==> src/rtl/pp_burst_arbiter.sv <==
// Round-robin burst arbiter feeding the ping-pong RAM write port: one source owns a whole BURST_LEN-beat half.
// Optional macro ARB_STATS_EN enables per-source completed-burst counters (ports tie to 0 otherwise).
module pp_burst_arbiter #(
  parameter int DATA_W    = 64,
  parameter int BURST_LEN = 64,
  parameter int CNT_W     = 8
) (
  input  logic              clk_50m,
  input  logic              rst_n,
  input  logic              i_enable,
  input  logic              s0_valid,
  input  logic [DATA_W-1:0] s0_data,
  output logic              s0_ready,
  input  logic              s1_valid,
  input  logic [DATA_W-1:0] s1_data,
  output logic              s1_ready,
  output logic              m_valid,
  output logic [DATA_W-1:0] m_data,
  input  logic              i_buf_ready,
  output logic [1:0]        o_grant,
  output logic              o_burst_first,
  output logic              o_burst_last,
  output logic              o_busy,
  output logic [15:0]       o_burst_cnt0,
  output logic [15:0]       o_burst_cnt1
);

  typedef enum logic {ARB, BURST} state_t;

  localparam logic [CNT_W-1:0] LAST_CNT = CNT_W'(BURST_LEN - 1);

  state_t           r_state, w_stateNext;
  logic [1:0]       r_grant, w_grantNext;
  logic [CNT_W-1:0] r_beatCnt, w_beatCntNext;
  logic             r_rrLast, w_rrLastNext;
  logic             w_xfer, w_lastBeat, w_pick0, w_pick1;

  // r_rrLast holds the source that finished the previous burst; ties go to the other one
  assign w_pick0 = s0_valid & (~s1_valid | r_rrLast);
  assign w_pick1 = s1_valid & (~s0_valid | ~r_rrLast);

  assign m_valid       = (r_grant[0] & s0_valid) | (r_grant[1] & s1_valid);
  assign m_data        = r_grant[0] ? s0_data : (r_grant[1] ? s1_data : '0);
  assign s0_ready      = r_grant[0] & i_buf_ready;
  assign s1_ready      = r_grant[1] & i_buf_ready;
  assign w_xfer        = m_valid & i_buf_ready;
  assign w_lastBeat    = (r_beatCnt == LAST_CNT);
  assign o_burst_first = w_xfer & (r_beatCnt == '0);
  assign o_burst_last  = w_xfer & w_lastBeat;
  assign o_grant       = r_grant;
  assign o_busy        = (r_state == BURST);

  always_ff @(posedge clk_50m or negedge rst_n) begin
    if (!rst_n) begin
      r_state   <= ARB;
      r_grant   <= 2'b00;
      r_beatCnt <= '0;
      r_rrLast  <= 1'b1;
    end else begin
      r_state   <= w_stateNext;
      r_grant   <= w_grantNext;
      r_beatCnt <= w_beatCntNext;
      r_rrLast  <= w_rrLastNext;
    end
  end

  always_comb begin
    w_stateNext   = r_state;
    w_grantNext   = r_grant;
    w_beatCntNext = r_beatCnt;
    w_rrLastNext  = r_rrLast;
    case (r_state)
      ARB: begin
        if (i_enable && (s0_valid || s1_valid)) begin
          w_grantNext = {w_pick1, w_pick0};
          w_stateNext = BURST;
        end
      end
      BURST: begin
        if (w_xfer) begin
          if (w_lastBeat) begin
            w_beatCntNext = '0;
            w_rrLastNext  = r_grant[1];
            w_grantNext   = 2'b00;
            w_stateNext   = ARB;
          end else begin
            w_beatCntNext = r_beatCnt + 1'b1;
          end
        end
      end
      default: begin
        w_stateNext = ARB;
        w_grantNext = 2'b00;
      end
    endcase
  end

`ifdef ARB_STATS_EN
  logic [15:0] r_burstCnt0, r_burstCnt1;

  // Counters saturate rather than wrap so a long run never reads as a small count
  always_ff @(posedge clk_50m or negedge rst_n) begin
    if (!rst_n) begin
      r_burstCnt0 <= 16'd0;
      r_burstCnt1 <= 16'd0;
    end else if (o_burst_last) begin
      if (r_grant[0] && (r_burstCnt0 != 16'hFFFF)) r_burstCnt0 <= r_burstCnt0 + 16'd1;
      if (r_grant[1] && (r_burstCnt1 != 16'hFFFF)) r_burstCnt1 <= r_burstCnt1 + 16'd1;
    end
  end

  assign o_burst_cnt0 = r_burstCnt0;
  assign o_burst_cnt1 = r_burstCnt1;
`else
  assign o_burst_cnt0 = 16'd0;
  assign o_burst_cnt1 = 16'd0;
`endif

endmodule

==> config.mk <==
export PLATFORM = sky130hd
export DESIGN_NAME = pp_burst_arbiter
export DESIGN_NICKNAME = d
export VERILOG_FILES = /design/src/rtl/pp_burst_arbiter.sv
export SDC_FILE = /design/constraint.sdc
export NUM_CORES = 1
export LEC_CHECK = 0
export CORE_AREA = 2 2 91 93
export CTS_BUF_LIST = sky130_fd_sc_hd__clkbuf_2
export DETAILED_ROUTE_END_ITERATION = 10
export DIE_AREA = 0 0 93 95
export GPL_ROUTABILITY_DRIVEN = 1
export PLACE_DENSITY_LB_ADDON = 0.12
export REMOVE_ABC_BUFFERS = 1
export SLEW_MARGIN = 15
export SYNTH_ARGS = -nofsm -noshare
export SYNTH_HDL_FRONTEND = slang
export SYNTH_SLANG_ARGS = --single-unit
==> constraint.sdc <==
create_clock -name clk_50m -period 4.4 [get_ports clk_50m]
set_input_delay 0.44 -clock clk_50m [delete_from_list [all_inputs] [get_ports clk_50m]]
set_output_delay 0.44 -clock clk_50m [all_outputs]
set_load 0.05 [all_outputs]
==> impl_results.md <==
- Post-layout minimum cycle time: 3060 ps
- PD cells: 311 nW/um^2
- First-pass GRT wire length: 11,600 um
- Endpoints failing hold: 0
- Clk_skew: 14.2 ps
- GRT Overall Usage: 17.4%
- Row count: 33
- 1st-pass router iterations: 4
- Max-cap violations: 0
- Max clock buf depth: 2
- Sequential element share of the synthesized area: 19.2%
- CTS resizes: 0
- Final Max Slew Viols: 0
- Post-DR vias/cell: 4.36
- Commonest cells after routing, fill and taps aside: clkdlybuf4s50_1 (205), a22o_1 (63), conb_1 (32)
- Total clock sinks: 12
- Via count: 2,105
- Netlist cell types: 36
- Post-Syn Instances: 183
- DRC: 0
- Floorplan Core Area: 7930 sq um
- Critical path required time: 3960 ps
- Largest net degree at the start of global routing: 70
- Hold Buf Count CTS: 0
- Num CTS Buffers: 3
- Critical path peak fanout: 63
- Fill count: 788
- Placed Area: 3570 sq um
- Gr ovfl total: 0
- IO Port Bufs: 205
- Setup Buffers After CTS: 0
- Worst Tran Pin Value: 709 ps
- Chip height: 95 um
- Startpoint Class: flip-flop
- Final ANT Viol Nets: 0
- Yosys reg bits: 12
- Critical Path AT: 2620 ps
- Post-layout util: 45.3%
- Clock slew at reported path FFs: 100 ps
- Die Area: 8840 sq um
- Mean area per synthesized cell: 8.59 sq um
- Final design area excluding fillers: 3590 sq um
- # IOs: 238
- Final nets: 514
- Rel. slew slack: 52.8%
- Critical Path Sink Type: output port
- Total Wirelength: 8630 um
- Worst min-delay path class: reg2reg
- H-tree depth: 1
- Gpl congestion: 0.806
- CTS tree: yes
- Outcome: finished clean
- Tot Pwr: 1120 uW
- Layout area overhead: 128%
- Synthesized area: 1570 sq um
- Detailed router's first-iteration violation count: 59
- Synth warnings: 0
- Setup-failing EPs final: 0
- CTS Root Cell: clkbuf_2
- Fmax: 0.327 GHz
- Die Width: 93 um
- Commonest non-fill, non-tap cell in the layout: clkdlybuf4s50_1
- RSZ-0062 raised after global routing: false
- Leakage power: 0.00144 uW
- DR WL/cell: 17.9 um
- Vias in the first global route: 1,923
- Initial antenna violation count: 1
- Skew-Pair Late Insertion Delay: 260 ps
- Initial Util: 19.8%
- Final HPWL DP: 7360 um
- Worst hold slack: 502 ps
- Tcrit/Tclk final: 69.5%
- WS Path Type: reg2out
- Setup tns final: 0 ps
- Layout cells sized above 1: 4.51%
- Worst vdd ir: 0.000259 V
## state kept, by name, summed over array words and instances (netlist names)
register   cells
o_grant        2
r_beatCnt      8
o_busy         1
r_rrLast       1
## cell usage after synthesis
cell / n / area share (%)
buf_1: 1 / 0.24
xnor2_1: 3 / 1.7
and4_4: 1 / 0.72
o22ai_1: 1 / 0.40
clkbuf_1: 5 / 1.2
and3_4: 1 / 0.72
nor4_1: 1 / 0.40
mux2_4: 2 / 1.9
dfstp_2: 1 / 1.7
and2_1: 2 / 0.80
o21ai_0: 6 / 1.9
buf_4: 32 / 15
a211oi_1: 1 / 0.48
ha_1: 2 / 1.6
nand3_2: 2 / 1.3
mux2i_1: 1 / 0.64
nor3_1: 1 / 0.32
nand2_1: 8 / 1.9
nand2b_1: 1 / 0.40
buf_2: 8 / 2.5
a22o_1: 63 / 35
a21o_1: 1 / 0.48
conb_1: 1 / 0.24
nor3b_1: 1 / 0.48
nor2_1: 3 / 0.72
a22o_4: 1 / 1.1
o211ai_1: 2 / 0.95
dfrtp_1: 11 / 18
nand4_1: 2 / 0.80
o21ai_2: 1 / 0.56
nand3_1: 5 / 1.6
a21oi_1: 1 / 0.32
nor2b_1: 2 / 0.80
and3_2: 1 / 0.48
inv_1: 6 / 1.4
buf_6: 2 / 1.4
## where the power goes
group / internal [uW] / switching (uW)
sequential: 136 / 33.7
clock: 19.7 / 34.5
combinational: 349 / 543
total: 505 / 611
## critical path: stages, from the launching register on
cell             delay (ps)
dfrtp_1                 500
nor2b_4                 190
buf_4                   510
a22o_1                  220
clkdlybuf4s50_1         890
## final timing paths
check                           start  depth (start not counted)           end  slack [ps]
max                        o_grant[1]                          4    m_data[43]        1340
min                          r_rrLast                          2      r_rrLast         500
max reg2reg                o_grant[0]                          5    o_grant[1]        2320
min reg2reg                  r_rrLast                          2      r_rrLast         500
max in group asynchronous       rst_n                          1    o_grant[0]        3480
min in group asynchronous       rst_n                          1  r_beatCnt[2]         510
## layer usage
metal | wire, um | vias up | track usage (%) | share of wire (%)
met2 | 4010 | 101 | 27.2 | 46
met4 | 33 | 0 | 1.47 | 0.38
met3 | 943 | 4 | 7.50 | 11
met1 | 3650 | 974 | 23.3 | 42
met5 | 0 | - | 0 | 0
li1 | - | 1026 | - | -
## metrics by stage
| stage | setup slack [ps] | std cells |
|---|---|---|
| finish | 1340 | 483 |
| global route | 1170 | 482 |
| CTS | 1330 | 482 |
| detailed placement | 1620 | 478 |
| global placement | 1660 | 478 |
| floorplan | -198 | 166 |
## final cells by class
class	instances	area, sq um	area share, %
diodes	1	2.50	0.0697
clock buffers	3	15.0	0.418
clock inverters	1	3.75	0.104
inverters	6	22.5	0.627
multi-input cells	148	1050	29.2
flip-flops and latches	12	303	8.43
well taps	105	131	3.66
repair buffers	207	2070	57.5
## logic make-up (layout without fill, tap and decap cells)
family                   count (synthesis)  after routing  share of synthesized area, %
other                                    1             33                         0.238
flip-flops                              12             12                          19.2
XOR/XNOR                                 3              3                          1.67
AO/OA/AOI/OAI                           77             77                          41.3
multiplexers                             3              3                          2.55
buffers and inverters                   54            217                          22.1
AND/OR/NAND/NOR                         31             31                          11.4
adder cells (fa/ha/maj)                  2              2                          1.59
(Power assumes the default switching activity.)
